--- src/rtl/spw_link_ctrl.sv ---
// SpaceWire exchange-level link initialisation FSM with transmit credit tracking.
// Optional Run->ErrorReset error counter built only when SPW_LINK_CTRL_ERR_CNT_EN is defined.
module spw_link_ctrl #(
  parameter int Timer6us4Cycles  = 640,
  parameter int Timer12us8Cycles = 1280,
  parameter int CreditMax        = 56
) (
  input  logic       clk,
  input  logic       rst_n,
  input  logic       link_start_i,
  input  logic       auto_start_i,
  input  logic       link_disable_i,
  input  logic       rx_got_null_i,
  input  logic       rx_got_fct_i,
  input  logic       rx_got_nchar_i,
  input  logic       rx_err_i,
  input  logic       tx_nchar_sent_i,
  output logic [2:0] state_o,
  output logic       rx_enable_o,
  output logic [1:0] tx_mode_o,
  output logic [5:0] tx_credit_o,
  output logic       link_running_o,
  output logic       link_error_o,
  output logic [7:0] err_cnt_o
);

  typedef enum logic [2:0] {
    ST_ERROR_RESET = 3'd0,
    ST_ERROR_WAIT  = 3'd1,
    ST_READY       = 3'd2,
    ST_STARTED     = 3'd3,
    ST_CONNECTING  = 3'd4,
    ST_RUN         = 3'd5
  } state_t;

  localparam int TimerMax = (Timer6us4Cycles > Timer12us8Cycles) ? Timer6us4Cycles : Timer12us8Cycles;
  localparam int TimerW   = $clog2(TimerMax + 1);
  localparam logic [TimerW-1:0] ErTimeout = TimerW'(Timer6us4Cycles - 1);
  localparam logic [TimerW-1:0] TwTimeout = TimerW'(Timer12us8Cycles - 1);
  localparam logic [6:0]        CreditLim = 7'(CreditMax);

  state_t              state_r;
  state_t              state_next_s;
  logic [TimerW-1:0]   timer_r;
  logic                got_null_r;
  logic [5:0]          credit_r;
  logic [5:0]          credit_next_s;
  logic [6:0]          credit_sum_s;
  logic                credit_dec_s;
  logic                credit_err_s;
  logic                in_conn_run_s;
  logic                err_s;
  logic                rx_enable_r;
  logic [1:0]          tx_mode_r;
  logic [1:0]          tx_mode_next_s;
  logic                link_running_r;
  logic                link_error_r;

  assign err_s         = rx_err_i | link_disable_i;
  assign in_conn_run_s = (state_r == ST_CONNECTING) || (state_r == ST_RUN);

  // Credit arithmetic; a send at zero credit never borrows.
  always_comb begin
    credit_dec_s = tx_nchar_sent_i && (credit_r != 6'd0);
    credit_sum_s = {1'b0, credit_r} + (rx_got_fct_i ? 7'd8 : 7'd0) - {6'd0, credit_dec_s};
    credit_err_s = in_conn_run_s && rx_got_fct_i && (credit_sum_s > CreditLim);
  end

  // Next-state selection, highest-priority condition first in each state.
  always_comb begin
    state_next_s = state_r;
    case (state_r)
      ST_ERROR_RESET: begin
        if (timer_r == ErTimeout) state_next_s = ST_ERROR_WAIT;
        else                      state_next_s = ST_ERROR_RESET;
      end
      ST_ERROR_WAIT: begin
        if (err_s || rx_got_fct_i || rx_got_nchar_i) state_next_s = ST_ERROR_RESET;
        else if (timer_r == TwTimeout)               state_next_s = ST_READY;
        else                                         state_next_s = ST_ERROR_WAIT;
      end
      ST_READY: begin
        if (err_s || rx_got_fct_i || rx_got_nchar_i)        state_next_s = ST_ERROR_RESET;
        else if (link_start_i || (auto_start_i && got_null_r)) state_next_s = ST_STARTED;
        else                                                state_next_s = ST_READY;
      end
      ST_STARTED: begin
        if (err_s || rx_got_fct_i || rx_got_nchar_i) state_next_s = ST_ERROR_RESET;
        else if (got_null_r || rx_got_null_i)        state_next_s = ST_CONNECTING;
        else if (timer_r == TwTimeout)               state_next_s = ST_ERROR_RESET;
        else                                         state_next_s = ST_STARTED;
      end
      ST_CONNECTING: begin
        if (err_s || rx_got_nchar_i || credit_err_s) state_next_s = ST_ERROR_RESET;
        else if (rx_got_fct_i)                       state_next_s = ST_RUN;
        else if (timer_r == TwTimeout)               state_next_s = ST_ERROR_RESET;
        else                                         state_next_s = ST_CONNECTING;
      end
      ST_RUN: begin
        if (err_s || credit_err_s) state_next_s = ST_ERROR_RESET;
        else                       state_next_s = ST_RUN;
      end
      default: state_next_s = ST_ERROR_RESET;
    endcase
  end

  // Output and credit values for the state being entered, so they register alongside it.
  always_comb begin
    tx_mode_next_s = 2'd0;
    case (state_next_s)
      ST_STARTED:    tx_mode_next_s = 2'd1;
      ST_CONNECTING: tx_mode_next_s = 2'd2;
      ST_RUN:        tx_mode_next_s = 2'd3;
      default:       tx_mode_next_s = 2'd0;
    endcase
    credit_next_s = 6'd0;
    if ((state_next_s == ST_CONNECTING) || (state_next_s == ST_RUN)) begin
      if (in_conn_run_s && !credit_err_s) credit_next_s = credit_sum_s[5:0];
      else                                credit_next_s = credit_r;
    end else begin
      credit_next_s = 6'd0;
    end
  end

  // State, timer, NULL latch, credit and registered outputs.
  always_ff @(posedge clk or negedge rst_n) begin
    if (!rst_n) begin
      state_r        <= ST_ERROR_RESET;
      timer_r        <= '0;
      got_null_r     <= 1'b0;
      credit_r       <= 6'd0;
      rx_enable_r    <= 1'b0;
      tx_mode_r      <= 2'd0;
      link_running_r <= 1'b0;
      link_error_r   <= 1'b0;
    end else begin
      state_r        <= state_next_s;
      timer_r        <= (state_next_s != state_r) ? '0 : timer_r + TimerW'(1);
      got_null_r     <= (state_r == ST_ERROR_RESET) ? 1'b0 : (got_null_r | (rx_enable_r & rx_got_null_i));
      credit_r       <= credit_next_s;
      rx_enable_r    <= (state_next_s != ST_ERROR_RESET);
      tx_mode_r      <= tx_mode_next_s;
      link_running_r <= (state_next_s == ST_RUN);
      link_error_r   <= (state_next_s == ST_ERROR_RESET) && (state_r != ST_ERROR_RESET);
    end
  end

`ifdef SPW_LINK_CTRL_ERR_CNT_EN
  logic [7:0] err_cnt_r;

  // Saturating count of link drops out of Run.
  always_ff @(posedge clk or negedge rst_n) begin
    if (!rst_n) begin
      err_cnt_r <= 8'd0;
    end else if ((state_r == ST_RUN) && (state_next_s == ST_ERROR_RESET) && (err_cnt_r != 8'hFF)) begin
      err_cnt_r <= err_cnt_r + 8'd1;
    end else begin
      err_cnt_r <= err_cnt_r;
    end
  end

  assign err_cnt_o = err_cnt_r;
`else
  assign err_cnt_o = 8'd0;
`endif

  assign state_o        = state_r;
  assign rx_enable_o    = rx_enable_r;
  assign tx_mode_o      = tx_mode_r;
  assign tx_credit_o    = credit_r;
  assign link_running_o = link_running_r;
  assign link_error_o   = link_error_r;

endmodule

--- config.mk ---
export PLATFORM = sky130hd
export DESIGN_NAME = spw_link_ctrl
export DESIGN_NICKNAME = d
export VERILOG_FILES = /design/src/rtl/spw_link_ctrl.sv
export SDC_FILE = /design/constraint.sdc
export NUM_CORES = 1
export LEC_CHECK = 0
export ABC_AREA = 0
export CORE_ASPECT_RATIO = 1.2
export CORE_MARGIN = 2
export CORE_UTILIZATION = 32
export DETAILED_ROUTE_END_ITERATION = 6
export PLACE_DENSITY_LB_ADDON = 0.3
export SYNTH_ARGS = -nofsm -noshare
export SYNTH_HDL_FRONTEND = slang
export SYNTH_SLANG_ARGS = --single-unit
--- constraint.sdc ---
create_clock -name clk -period 5.5 [get_ports clk]
set_input_delay 1.1 -clock clk [delete_from_list [all_inputs] [get_ports clk]]
set_output_delay 1.1 -clock clk [all_outputs]
set_load 0.1 [all_outputs]
==> impl_metrics.env <==
export IMPL_use_met1=0.159
export IMPL_hold_end="timer_r[0]$_DFF_PN0_"
export IMPL_worstHoldPathType="reg2reg"
export IMPL_drtIter0Drc=54
export IMPL_crit_path_cell_trace="clkdlybuf4s50_1 -> a21boi_0 -> ha_1 -> inv_1 -> ha_1 -> inv_1 -> fa_1 -> xnor2_1 -> o21ai_0 -> or4b_4 -> o21ba_4 -> a21o_1 -> a2111oi_1"
export IMPL_cp_depth=13
export IMPL_min_period_over_period=0.781
export IMPL_ant_nets=0
export IMPL_post_place_cells=268
export IMPL_synth_top_area_frac=0.356
export IMPL_grt_max_degree=27
export IMPL_yosysWarnings=0
export IMPL_numCtsBuffers=3
export IMPL_synth_top_flop_cell="dfrtp_1"
export IMPL_slew_headroom=0.353
export IMPL_hold_depth=1
export IMPL_postCtsSetupBuffers=0
export IMPL_synthTopCellsByArea="dfrtp_1 (36%), a2111oi_2 (6.6%), ha_1 (6.2%)"
export IMPL_cp_num_buf_inv=3
export IMPL_routed_wl_um=3910
export IMPL_start_util=0.327
export IMPL_dpl_worst_slack_ns=0.857
export IMPL_gp_congestion=0.795
export IMPL_antennaDiodeCount=0
export IMPL_tritoncts="done"
export IMPL_cp_slowest_cell="or4b_4"
export IMPL_hold_buffers=0
export IMPL_die_x_um=73.0
export IMPL_worstMarginPinSlew_ns=0.968
export IMPL_std_cell_rows=30
export IMPL_critPathKind="in2reg"
export IMPL_grt_pass1_wl_um=6480
export IMPL_path_clk_slew_ns=0.09
export IMPL_start_kind="input pin"
export IMPL_fillers=579
export IMPL_setup_viol=0
export IMPL_hold_start="timer_r[0]$_DFF_PN0_"
export IMPL_grtUsageTotal=0.130
export IMPL_htree_levels=1
export IMPL_root_buffer="clkbuf_8"
export IMPL_max_freq_ghz=0.233
export IMPL_finalWorstSetupSlack_ns=1.20
export IMPL_clk_latency_ns=0.27
export IMPL_leakagePower_nw=0.904
export IMPL_fp_dieArea_um2=6340
export IMPL_async_reset_ff_frac=1.00
export IMPL_powerDensity_nw_per_um2=254
export IMPL_netlist_area_um2=1830
export IMPL_final_util=0.381
export IMPL_hold_viol_final=0
export IMPL_coreArea_um2=5590
export IMPL_cts_resized=0
export IMPL_synth_edff_count=0
export IMPL_use_met3=0.0163
export IMPL_fin_crit_ns=4.30
export IMPL_die_height_um=86.8
export IMPL_nets=229
export IMPL_layoutNonFillerInstCount=272
export IMPL_cap_violations=0
export IMPL_r2r_start="tx_credit_o[2]$_DFFE_PN0P_"
export IMPL_num_io_pins=32
export IMPL_drive_gt1_frac=0.115
export IMPL_peakVddDrop_v=0.000146
export IMPL_dp_hpwl_um=2890
export IMPL_critPathMaxFanout=14
export IMPL_slowest_delay_ns=0.51
export IMPL_port_buffers=23
export IMPL_outcome="finished clean"
export IMPL_crit_arrival_ns=4.45
export IMPL_reg2reg_depth=13
export IMPL_r2r_slack_ns=1.67
export IMPL_syn_to_final_growth_pct=16.7
export IMPL_clock_sinks=26
export IMPL_finalSetupTns_ns=0
export IMPL_syn_inst=187
export IMPL_critical_path_top_delay_family="compound AO/OA/AOI/OAI gates"
export IMPL_crit_path_end_kind="register"
export IMPL_required_ns=5.65
export IMPL_clk_path_buf_depth=2
export IMPL_final_common_cell="dfrtp_1"
export IMPL_busiest_layer="met2"
export IMPL_viasPerCell=5.13
export IMPL_drv_slew=0
export IMPL_fin_skew_ns=0.00273
export IMPL_grt_pass1_vias=1439
export IMPL_vias=1394
export IMPL_synth_avg_cell_area_um2=9.78
export IMPL_mostFrequentLayoutCells="dfrtp_1 (26), clkdlybuf4s50_1 (23), nor2_1 (18)"
export IMPL_grt_overflow=0
export IMPL_synth_seq_cells=26
export IMPL_drc=0
export IMPL_use_met2=0.239
export IMPL_first_pass_iters=4
export IMPL_yosys_area_top_type="dfrtp_1"
export IMPL_grt_antenna_before_repair=0
export IMPL_routedWlPerCell_um=14.4
export IMPL_seq_area_frac_synth=0.356
export IMPL_synth_cell_types=54
export IMPL_timing_rr_end="timer_r[10]$_DFF_PN0_"
export IMPL_grt_setup_unrepaired="no"
-- metal layers --
layer	up-vias	part of all wire	routed length (µm)
li1	692	-	-
met3	2	0.022	87
met5	-	0	0
met4	0	0.0049	19
met1	681	0.45	1750
met2	19	0.52	2050
-- final cells by class --
cell class | instances | area (µm²) | share of cell area
clock buffer | 4 | 55.1 | 0.0258
inverter | 17 | 63.8 | 0.0299
multi-input combinational | 136 | 1040 | 0.487
sequential | 26 | 651 | 0.305
tap | 64 | 80.1 | 0.0375
timing repair buffer | 25 | 245 | 0.115
-- flip-flops by register name, summed over array words and instances, names as in the netlist --
signal / cells
timer_r: 11
tx_credit_o: 6
state_o: 3
tx_mode_o: 2
got_null_r: 1
link_error_o: 1
link_running_o: 1
rx_enable_o: 1
-- power breakdown --
| part | internal [mW] | total, mW | switching, mW |
|---|---|---|---|
| Combinational | 0.0671 | 0.144 | 0.0770 |
| Sequential | 0.230 | 0.274 | 0.0444 |
| Clock | 0.0640 | 0.124 | 0.0600 |
-- per-stage QoR --
stage	hold WS, ns	power, mW	area, µm²
after floorplan	0.465	0.391	1850
after global placement	0.505	0.416	2080
after detailed placement	0.491	0.419	2080
after CTS	0.508	0.546	2130
after global routing	0.526	0.574	2130
final	0.510	0.542	2130
-- how the worst max path moves through the flow --
stage / from / to / slack, ns
5_1_grt: tx_nchar_sent_i / timer_r[10]$_DFF_PN0_ / 1.02
2_1_floorplan: tx_credit_o[5]$_DFFE_PN0P_ / timer_r[0]$_DFF_PN0_ / 1.56
3_3_place_gp: tx_nchar_sent_i / timer_r[10]$_DFF_PN0_ / 0.92
6_report: tx_nchar_sent_i / timer_r[10]$_DFF_PN0_ / 1.20
3_5_place_dp: tx_nchar_sent_i / timer_r[10]$_DFF_PN0_ / 0.86
4_1_cts: tx_nchar_sent_i / timer_r[10]$_DFF_PN0_ / 1.18
-- synthesized netlist by cell type (all sizes together) (2+ instances only) --
cell type and instances:
nand3 6, and3 3, nor3 3, mux2i 3, xnor2 7, dfrtp 26, and2 2, nand2 12
buf 13, nor4b 2, a2111oi 10, a21oi 6, ha 9, inv 17, nand3b 2, xor2 4
or3 3, nand4 2, nor2 18, mux2 2, clkbuf 2, o21ai 4, nor4 2, a21o 2
nand2b 2, a211oi 4
-- logic make-up (layout without fill, tap and decap cells) --
family	after synthesis	in the layout	synth area share
other cells	1	8	0.00205
xor+xnor	11	11	0.0527
mux	5	5	0.0287
buf+inv	32	46	0.0903
flops	26	26	0.356
fa+ha+maj	10	10	0.0726
compound gates	37	37	0.201
simple gates	65	65	0.197
No activity file was read; power rests on OpenSTA's default activity.
==> edit, RTL diff (same flow settings) <==
The parameter `CreditMax` goes from 56 to 28.
--- a/src/rtl/spw_link_ctrl.sv
+++ b/src/rtl/spw_link_ctrl.sv
@@ -3,7 +3,7 @@
 module spw_link_ctrl #(
   parameter int Timer6us4Cycles  = 640,
   parameter int Timer12us8Cycles = 1280,
-  parameter int CreditMax        = 56
+  parameter int CreditMax        = 28
 ) (
   input  logic       clk,
   input  logic       rst_n,
Behaviour: same outputs for any inputs over 10 cycles, from zero or initial values and one cycle with rst_n low; that may be too few to reach the edited logic, so the function may still have changed.
==> edit against the original RTL <==
- core utilization grew 0.51 points
- register-to-register slack better by 290 ps
- final area up 0.65%
- sequential cell count did not move
- cell count is 0.74% higher
- clock power is 29% higher
- worst setup slack better by 210 ps
- sequential power shrank 9.9%
- routed wire length fell by 1.7%
- synthesized area shrank 0.48%
- power shrank 7.0%
==> edit: results (changes against the original RTL) <==
nets=231 (+0.87%); Syn-to-layout area delta=18.02%; met1 usage=17.88% (+2.0 points); R2R Path End=tx_credit_o[4]; Overall Global Routing Usage=13.20% (+0.18 points); post-synth cell types=55 (+1.9%); top fanout value on the critical path=10 (-4); metal1 wirelength=1789 um (+2.1%); Worst Hold Path EP=timer_r[0]; Antenna Diode Count=0 (unchanged); PD cells=234.9 mW/mm^2 (-7.6%); # resized after CTS=0 (unchanged); reg2reg setup slack=1960 ps (+290 ps); crit path DAT=4290 ps (-160 ps); Sw Pwr=152.9 uW (-16%); slew margin rel.=34.75% (-0.53 points); syn_area_per_cell=9.677 sq um (-1.0%); met2 global-route usage=22.31% (-1.6 points); fraction of area in multi-input gates=48.78% (+0.096 points); GPL Wtd Cong=0.7975 (+0.36%); post-synthesis sequential area ratio=35.76% (+0.17 points); inverter count=14 (-3); Filler cells=576 (-0.52%); dpl ws=1119 ps (+261.5 ps); Worst VDD drop=0.1218 mV (-16%); Non-clock buffer share=11.42% (-0.074 points); P_leak=0.0009172 uW (+1.4%); vias post-DR=1465 (+5.1%); r2r startpoint=tx_credit_o[5]; wire per inst=14.01 um (-2.5%); First-pass DRT Iterations=5 (+1); outcome=completed; Clk network pwr share=31.7% (+8.8 points); #MultiIn Comb=141 (+3.7%); skew final=1.679 ps (-1.049 ps); sequential share of cell area=30.30% (-0.20 points); met3 Resource Use GR=1.744% (+0.12 points); clock tree buffer depth=2 (unchanged); largest stage delay on the critical path=440 ps (-70 ps); first-pass GRT wire length=6575 um (+1.5%); number of global-route vias before repair=1426 (-0.90%); worst-case reg-to-reg path depth=13 (unchanged); initial antenna violation count=0 (unchanged); P_seq=247 uW (-9.9%); synth cell count leaders=26 x dfrtp_1, 14 x inv_1, 14 x nor2_1, 10 x a211oi_2, 9 x ha_1; slowest stage cell, crit path=clkdlybuf4s50_1; DP HPWL=2916 um (+0.84%); Placement Cell Area=0.002076 sq mm (-0.12%); Area contributors post-synth=dfrtp_1 36%, a211oi_2 6.9%, ha_1 6.2%, buf_4 3.3%, inv_1 2.9%; metal3 WL=154 um (+77%); Cells after DPL=270 (+0.75%); metal2 WL=1860 um (-9.1%); final wirelength=3839 um (-1.7%); layout cells sized above 1=13.33% (+1.8 points); Hold WS=499.9 ps (-9.900 ps); Clock-cell share=3.322% (+0.74 points); synthesized cell area=0.001819 sq mm (-0.48%); DR iter-0 viols=45 (-17%)
[edit: cell families after synthesis]
kind of cell / share of synthesized area (%)
AND/OR/NAND/NOR: 22.15
XOR/XNOR: 4.814
flip-flops: 35.76
adder cells (fa/ha/maj): 7.290
AO/OA/AOI/OAI: 20.57
buffers and inverters: 8.115
multiplexers: 1.100
other: 0.2061
[edit: how the worst max path moves through the flow]
stage                          from        endpoint  slack [ps]  cells after the start
floorplan            tx_credit_o[5]  tx_credit_o[4]        1480                     14
global placement    tx_nchar_sent_i  tx_credit_o[4]        1160                     12
detailed placement  tx_nchar_sent_i  tx_credit_o[4]        1120                     12
CTS                 tx_nchar_sent_i  tx_credit_o[4]        1400                     12
global route        tx_nchar_sent_i      timer_r[2]        1190                     12
finish              tx_nchar_sent_i  tx_credit_o[4]        1410                     12
